**config.mk**
```make
export PLATFORM = sky130hd
export DESIGN_NAME = alu_exec_muldiv
export DESIGN_NICKNAME = d
export VERILOG_FILES = /design/src/rtl/alu_exec_muldiv.sv
export SDC_FILE = /design/constraint.sdc
export NUM_CORES = 1
export LEC_CHECK = 0
export BUFFER_PORTS_ARGS = -buffer_cell sky130_fd_sc_hd__buf_4
export CORE_MARGIN = 4
export CORE_UTILIZATION = 25
export DETAILED_ROUTE_END_ITERATION = 16
export PLACE_DENSITY = 0.49
export SYNTH_ARGS = -nofsm -noshare
export SYNTH_HDL_FRONTEND = slang
export SYNTH_SLANG_ARGS = --single-unit
```
**constraint.sdc**
```tcl
create_clock -name clk -period 6.7 [get_ports clk]
set_clock_uncertainty 0.15 [all_clocks]
set_input_delay 0.67 -clock clk [delete_from_list [all_inputs] [get_ports clk]]
set_output_delay 0.67 -clock clk [all_outputs]
set_load 0.1 [all_outputs]
```
**src/rtl/alu_exec_muldiv.sv**
```systemverilog
// Execute-stage ALU: combinational single-cycle ops plus an iterative
// signed mult/div sequencer that writes HI/LO and reports busy/done.
module alu_exec_muldiv #(
  parameter int unsigned WIDTH = 32
) (
  input  logic                       clk,
  input  logic                       reset,
  input  logic [3:0]                 alucontrol,
  input  logic [WIDTH-1:0]           a,
  input  logic [WIDTH-1:0]           b,
  input  logic [$clog2(WIDTH)-1:0]   shamt,
  input  logic                       start,
  output logic [WIDTH-1:0]           result,
  output logic                       zero,
  output logic                       busy,
  output logic                       done,
  output logic [WIDTH-1:0]           hi,
  output logic [WIDTH-1:0]           lo
);

  localparam int unsigned CW = $clog2(WIDTH + 1);

  localparam logic [3:0] OP_AND  = 4'b0000;
  localparam logic [3:0] OP_OR   = 4'b0001;
  localparam logic [3:0] OP_ADD  = 4'b0010;
  localparam logic [3:0] OP_PASS = 4'b0011;
  localparam logic [3:0] OP_SUB  = 4'b0110;
  localparam logic [3:0] OP_SLT  = 4'b0111;
  localparam logic [3:0] OP_SLL  = 4'b1000;
  localparam logic [3:0] OP_SRL  = 4'b1001;
  localparam logic [3:0] OP_MULT = 4'b1010;
  localparam logic [3:0] OP_DIV  = 4'b1011;

  typedef enum logic [1:0] {IDLE, RUN, FIX} state_t;

  state_t            state, state_next;
  logic [CW-1:0]     cnt;
  logic              op_div, neg_q, neg_r, div_zero;
  logic [WIDTH-1:0]  acc, q, opb;

  logic              launch;
  logic [WIDTH-1:0]  abs_a, abs_b;
  logic [WIDTH:0]    mul_sum, div_shift, div_diff;
  logic [2*WIDTH-1:0] prod_fix;
  logic [WIDTH-1:0]  quo_fix, rem_fix;

  // Single-cycle ALU result and zero flag
  always_comb begin
    result = '0;
    case (alucontrol)
      OP_AND:  result = a & b;
      OP_OR:   result = a | b;
      OP_ADD:  result = a + b;
      OP_SUB:  result = a - b;
      OP_SLT:  result = ($signed(a) < $signed(b)) ? WIDTH'(1) : '0;
      OP_PASS: result = a;
      OP_SLL:  result = b << shamt;
      OP_SRL:  result = b >> shamt;
      default: result = '0;
    endcase
    zero = (result == '0);
  end

  // Operand magnitudes, per-step arithmetic and final sign correction
  always_comb begin
    launch    = start && (state == IDLE) && ((alucontrol == OP_MULT) || (alucontrol == OP_DIV));
    abs_a     = a[WIDTH-1] ? (WIDTH'(0) - a) : a;
    abs_b     = b[WIDTH-1] ? (WIDTH'(0) - b) : b;
    mul_sum   = {1'b0, acc} + (q[0] ? {1'b0, opb} : '0);
    div_shift = {acc, q[WIDTH-1]};
    div_diff  = div_shift - {1'b0, opb};
    prod_fix  = neg_q ? ((2*WIDTH)'(0) - {acc, q}) : {acc, q};
    quo_fix   = div_zero ? '1 : (neg_q ? (WIDTH'(0) - q) : q);
    rem_fix   = neg_r ? (WIDTH'(0) - acc) : acc;
  end

  // Sequencer state register
  always_ff @(posedge clk or posedge reset) begin
    if (reset) state <= IDLE;
    else       state <= state_next;
  end

  // Sequencer next-state
  always_comb begin
    state_next = state;
    case (state)
      IDLE:    if (launch) state_next = RUN;
      RUN:     if (cnt == CW'(1)) state_next = FIX;
      FIX:     state_next = IDLE;
      default: state_next = IDLE;
    endcase
  end

  // Operand latch, iteration datapath, HI/LO write and status flags
  always_ff @(posedge clk or posedge reset) begin
    if (reset) begin
      cnt      <= '0;
      op_div   <= 1'b0;
      neg_q    <= 1'b0;
      neg_r    <= 1'b0;
      div_zero <= 1'b0;
      acc      <= '0;
      q        <= '0;
      opb      <= '0;
      hi       <= '0;
      lo       <= '0;
      busy     <= 1'b0;
      done     <= 1'b0;
    end else begin
      busy <= (state_next != IDLE);
      done <= (state_next == FIX);
      case (state)
        IDLE: if (launch) begin
          op_div   <= (alucontrol == OP_DIV);
          neg_q    <= a[WIDTH-1] ^ b[WIDTH-1];
          neg_r    <= a[WIDTH-1];
          div_zero <= (b == '0);
          acc      <= '0;
          q        <= abs_a;
          opb      <= abs_b;
          cnt      <= CW'(WIDTH);
        end
        RUN: begin
          cnt <= cnt - CW'(1);
          if (op_div) begin
            // restoring step: keep the subtraction only when it does not borrow
            if (!div_diff[WIDTH]) begin
              acc <= div_diff[WIDTH-1:0];
              q   <= {q[WIDTH-2:0], 1'b1};
            end else begin
              acc <= div_shift[WIDTH-1:0];
              q   <= {q[WIDTH-2:0], 1'b0};
            end
          end else begin
            // shift-add step: multiplier drains out of q as product bits enter
            acc <= mul_sum[WIDTH:1];
            q   <= {mul_sum[0], q[WIDTH-1:1]};
          end
        end
        FIX: begin
          if (op_div) begin
            hi <= rem_fix;
            lo <= quo_fix;
          end else begin
            hi <= prod_fix[2*WIDTH-1:WIDTH];
            lo <= prod_fix[WIDTH-1:0];
          end
        end
        default: ;
      endcase
    end
  end

endmodule

```
==> impl_metrics.yaml, run 1 <==
worst_setup_path:
  worstReg2RegStart: "q[0]"
  crit_path_cell_trace: "buf_4 > buf_4 > mux4_2 > nand2_1 > o311a_1 > a211oi_1 > or4b_1 > or4_1 > or4_1 > or4b_1 > nor4b_2 > buf_4 > nand4_1 > nor3_2 > buf_4"
  critPathMaxStageDelay_ps: 600
  cpLargestDelayFamily: "simple AND/OR/NAND/NOR gates"
  critPathLaunchType: "input port"
  cpMaxStageDelayCell: "or4_1"
  r2r_setup_slack_ps: 1700
  r2r_end: "acc[29]"
  worstRegToRegCells: 15
  cp_common_cell: "buf_4"
  cp.required_ps: 5880
  critPathMaxFanout: 26
  end_kind: "output port"
  crit_type: "input port to output port"
  cp_data_arrival_time_ps: 5590
  path_depth: 15
  cp_num_buf_inv: 4
timing:
  rsz0062_at_grt: "no"
  max_freq_mhz: 156
  fin_hold_ws_ps: 157
  max_slew.worst_pin.slew_ps: 1090
  drv_slew: 0
  finalCriticalPeriod_ps: 6410
  max_slew_margin_pct: 27.5
  min_period_over_period_pct: 95.6
  layout_setup_ws_ps: 293
  setup_viol: 0
  hold_violations: 0
synthesis:
  yosysSeqAreaShare_pct: 18.8
  synthTopCellsByArea: "dfrtp_1 (19%), ha_1 (9.7%), mux2i_1 (6.3%), a21oi_1 (4.9%), o21ai_0 (4.9%)"
  yosysTopAreaCell: "dfrtp_1"
  synthCells: 3032
  synthFlopType: "dfrtp_1"
  yosys.area.top_type_share_pct: 18.8
  syn-num-nets: 3292
  synth_cell_types: 90
  syn_area_mm2: 0.0232
  synthArstFlopShare_pct: 100
  synth_area_per_cell_um2: 7.66
  ys_warn_count: 0
  synth_seq_cells: 174
  synth_edf_count: 0
place:
  portBuffers: 174
  hpwl_um: 89600
  dp_cells: 4347
  dp_worst_setup_slack_ps: 355
  routabilityCongestion: 1.02
floorplanning:
  die_y_um: 313
  core-area_mm2: 0.0919
  io_pins: 175
  die-area_mm2: 0.0978
  die_width_um: 313
  initial_utilization_pct: 25.2
  std_cell_rows: 111
final_layout:
  n_fill_cell: 10200
  finalNetCount: 3383
  drive_gt1_share_pct: 13.9
  area_delta_synth_final_pct: 15.1
  fin_cells: 4382
grt:
  grt_max_degree: 101
  grt.total_usage_pct: 22.1
  grt_pass1_wl_um: 164000
  overflow: 0
  grt_pass1_vias: 23300
  grt_antenna_before_repair: 9
cts:
  cts_tree: "done"
  cts_resized: 0
  cts_max_level: 4
  cts_hold_buf: 0
  clock_sinks: 174
  cts_buffer_depth: 2
  insertion_delay_ps: 450
  cts_buffers: 17
  postCtsSetupBuffers: 0
  clk_pin_slew_ps: 70
  cts_root_buf: "clkbuf_16"
power_and_ir_drop:
  cellLeakagePower_nw: 11.2
  ir_drop_mv: 0.221
  cellPowerDensity_mw_per_mm2: 334
  p_total_mw: 8.93
detailed_routing:
  drc: 0
  ant_nets: 0
  firstDrtPassIters: 6
  wl_um: 112000
  via_per_inst: 5.63
  via_count: 24700
  drtIter0Drc: 2686
  wl_per_cell_um: 25.7
run_status:
  status: "complete, no violations"
run:
  cap_viol_max_count: 0
min_path:
  hold_path_class: "input port to asynchronous set/reset pin"
-- registers in the layout, summed over array words and instances, names as in the netlist --
register / cells
acc: 32
div_zero: 1
q: 32
opb: 32
busy: 1
neg_r: 1
lo: 32
state: 2
done: 1
hi: 32
op_div: 1
cnt: 6
neg_q: 1
-- cell usage in the layout, fill, tap and decap left out, types with 48 or more instances in the layout --
cell and instances:
a211oi_1 72, a21o_1 53, a21oi_1 227, a22oi_1 48, buf_4 279, dfrtp_1 173
ha_1 180, inv_1 160, mux2i_1 145, nand2_1 238, nand3_1 57, nor2_1 288
nor3_1 49, o21ai_0 224, xnor2_1 106, xor2_1 71
-- kinds of logic after synthesis --
kind of cell | count (synthesis) | synth area share (%)
xor+xnor | 178 | 6.72
buf+inv | 369 | 6.22
simple gates | 914 | 18.9
compound gates | 998 | 28.3
fa+ha+maj | 184 | 10.0
flops | 174 | 18.8
mux | 215 | 11.0
-- stage by stage --
step	cell area, µm²	utilization, %	setup TNS, ps
global route	26700	29.1	0
detailed placement	26100	28.4	0
global placement	26100	28.4	0
floorplan	23300	-	-176
finish	26700	29.1	0
CTS	26700	29.0	0
-- cell type report --
cell class	count	area [µm²]	area share, %
Clock inverter	15	153	0.571
Sequential cell	174	4360	16.3
Multi-Input combinational cell	2489	17500	65.5
Clock buffer	17	425	1.59
Tap cell	1243	1560	5.82
Antenna cell	3	7.51	0.0281
Inverter	162	616	2.30
Timing Repair Buffer	279	2090	7.84
-- cell usage after synthesis, types with 43 or more instances --
| cell | n |
|---|---|
| nor3_1 | 49 |
| mux2i_1 | 146 |
| clkbuf_1 | 160 |
| o21ai_0 | 227 |
| xnor2_1 | 106 |
| inv_1 | 161 |
| ha_1 | 180 |
| a211oi_1 | 72 |
| nand2b_1 | 43 |
| o31ai_1 | 44 |
| o22ai_1 | 44 |
| nand2_1 | 238 |
| or3_1 | 47 |
| a21o_1 | 53 |
| nor2_1 | 292 |
| a22oi_1 | 48 |
| nand3_1 | 57 |
| a21oi_1 | 228 |
| dfrtp_1 | 174 |
| xor2_1 | 72 |
-- report_power, final --
part / total [mW] / internal [mW] / switching (mW)
combinational: 5.99 / 2.10 / 3.89
clock: 1.01 / 0.524 / 0.486
sequential: 1.93 / 1.40 / 0.529
-- worst max path at each step --
stage | startpoint | to
global placement | shamt[1] | zero
finish | shamt[1] | zero
floorplan | shamt[1] | zero
detailed placement | shamt[1] | zero
global route | b[2] | zero
CTS | shamt[1] | zero
-- layer usage --
layer	routed length [µm]	up-vias	global-route usage, %
li1	-	11400	-
met1	52300	12000	31.8
met2	47700	1119	33.3
met3	7970	172	3.25
met4	4380	4	7.79
met5	26	-	0
Note: power is estimated with default switching activity, not from simulation.
==> run 2, diff against run 1 <==
Settings changed: CTS_CLUSTER_SIZE from default to 10, MAX_ROUTING_LAYER from default to met4.
==> run 2 against run 1 <==
Worst setup slack worse by 110 ps. First-iteration DRC count decreased by 6.1%. Register-to-register slack better by 80 ps. Count of clock-buffer cells in the layout is the same. Clock power about the same. Final cell count hardly changed. Global-route usage up 0.89 points. Core utilization is essentially flat. Final area about the same. Via count shrank 0.31%. Routed wire length rose by 1.1%. Critical endpoint unchanged. Largest cell class unchanged. Largest power group unchanged.
==> impl_metrics.yaml, run 2 (same netlist as run 1, synthesis figures left out) <==
cts:
  cts_root_buf: "clkbuf_16"
  cts_buffers: 17
  postCtsSetupBuffers: 0
  insertion_delay_ps: 460
  clock_sinks: 174
  cts_tree: "done"
  clk_pin_slew_ps: 70
  cts_max_level: 4
  cts_resized: 0
  cts_buffer_depth: 2
  cts_hold_buf: 0
worst_setup_path:
  end_kind: "output port"
  cp_data_arrival_time_ps: 5700
  r2r_end: "acc[3]"
  critPathMaxFanout: 7
  critPathLaunchType: "input port"
  worstRegToRegCells: 16
  worstReg2RegStart: "q[31]"
  cp.required_ps: 5880
  crit_type: "input port to output port"
  r2r_setup_slack_ps: 1780
run_status:
  status: "complete, no violations"
detailed_routing:
  via_count: 24600
  drtIter0Drc: 2521
  wl_per_cell_um: 26.0
  drc: 0
  ant_nets: 0
  via_per_inst: 5.61
  wl_um: 114000
  firstDrtPassIters: 9
timing:
  finalCriticalPeriod_ps: 6520
  min_period_over_period_pct: 97.3
  finalSetupTns_ps: 0
  setup_viol: 0
  drv_slew: 0
  max_slew.worst_pin.slew_ps: 1320
  layout_setup_ws_ps: 182
  max_slew_margin_pct: 12.1
  hold_violations: 0
  rsz0062_at_grt: "no"
  max_freq_mhz: 153
grt:
  grt_antenna_before_repair: 2
  grt.total_usage_pct: 22.9
  grt_pass1_vias: 23000
  overflow: 0
  grt_max_degree: 108
  grt_pass1_wl_um: 165000
final_layout:
  drive_gt1_share_pct: 13.8
  fin_cells: 4379
  mostFrequentLayoutCells: "nor2_1 (288), buf_4 (276), nand2_1 (238), a21oi_1 (227), o21ai_0 (224)"
  finalNetCount: 3381
  layout_commonest_cell: "nor2_1"
  area_delta_synth_final_pct: 15.1
min_path:
  hold_path_class: "input port to asynchronous set/reset pin"
place:
  dp_worst_setup_slack_ps: 311
  routabilityCongestion: 1.04
  portBuffers: 174
  dp_cells: 4345
  hpwl_um: 90100
floorplanning:
  initial_utilization_pct: 25.2
  core-area_mm2: 0.0919
  die_width_um: 313
  die_y_um: 313
  std_cell_rows: 111
  io_pins: 175
  die-area_mm2: 0.0978
run:
  cap_viol_max_count: 0
power_and_ir_drop:
  cellPowerDensity_mw_per_mm2: 336
  ir_drop_mv: 0.198
  p_total_mw: 8.97
  cellLeakagePower_nw: 11.2
-- run 2: how the worst max path moves through the flow --
stage,from,end,slack (ps)
5_1_grt,b[3],zero,40
3_5_place_dp,b[3],zero,310
2_1_floorplan,shamt[1],zero,-180
4_1_cts,b[3],zero,270
6_report,b[3],zero,180
3_3_place_gp,b[3],zero,320
-- run 2: layout make-up --
cell class                 instances  area (µm²)
timing repair buffer             277        2090
multi-input combinational       2489       17500
inverter                         162         616
antenna                            2        5.00
tap                             1243        1560
fill                           10200       65200
clock buffer                      17         425
clock inverter                    15         159
sequential                       174        4360
-- run 2: routing by layer --
| layer | share of wire [%] | wire length [µm] | GRT usage [%] | up-vias |
|---|---|---|---|---|
| met4 | 4.1 | 4640 | 8.29 | 0 |
| met5 | 0 | 0 | - | - |
| met1 | 47 | 53200 | 32.5 | 12000 |
| met3 | 6.8 | 7760 | 2.72 | 172 |
| li1 | - | - | - | 11400 |
| met2 | 42 | 48100 | 33.5 | 1037 |
-- run 2: power by group --
group	total (mW)	leakage, nW	internal (mW)	switching, mW
Combinational	6.03	8.83	2.10	3.92
Sequential	1.93	2.09	1.40	0.524
Clock	1.02	0.286	0.554	0.464
Total	8.97	11.2	4.06	4.91
-- run 2: critical path: stages --
cell and delay [ps]:
buf_4 150, inv_1 140, ha_1 470, o21ai_0 150
nor2_1 240, nor3_1 130, nor4b_2 390, or4b_4 520
or4_1 480, or4_1 520, or4b_1 590, nor4b_2 490
buf_4 190, nand4_1 80, nor3_2 170, buf_4 310
-- run 2: stage by stage --
step                      area [µm²]  hold slack (ps)  util [%]
after floorplan                23300              296         -
after global placement         26100              310      28.4
after detailed placement       26100              322      28.4
after CTS                      26700              217      29.0
after global routing           26700              236      29.0
final                          26700              165      29.1
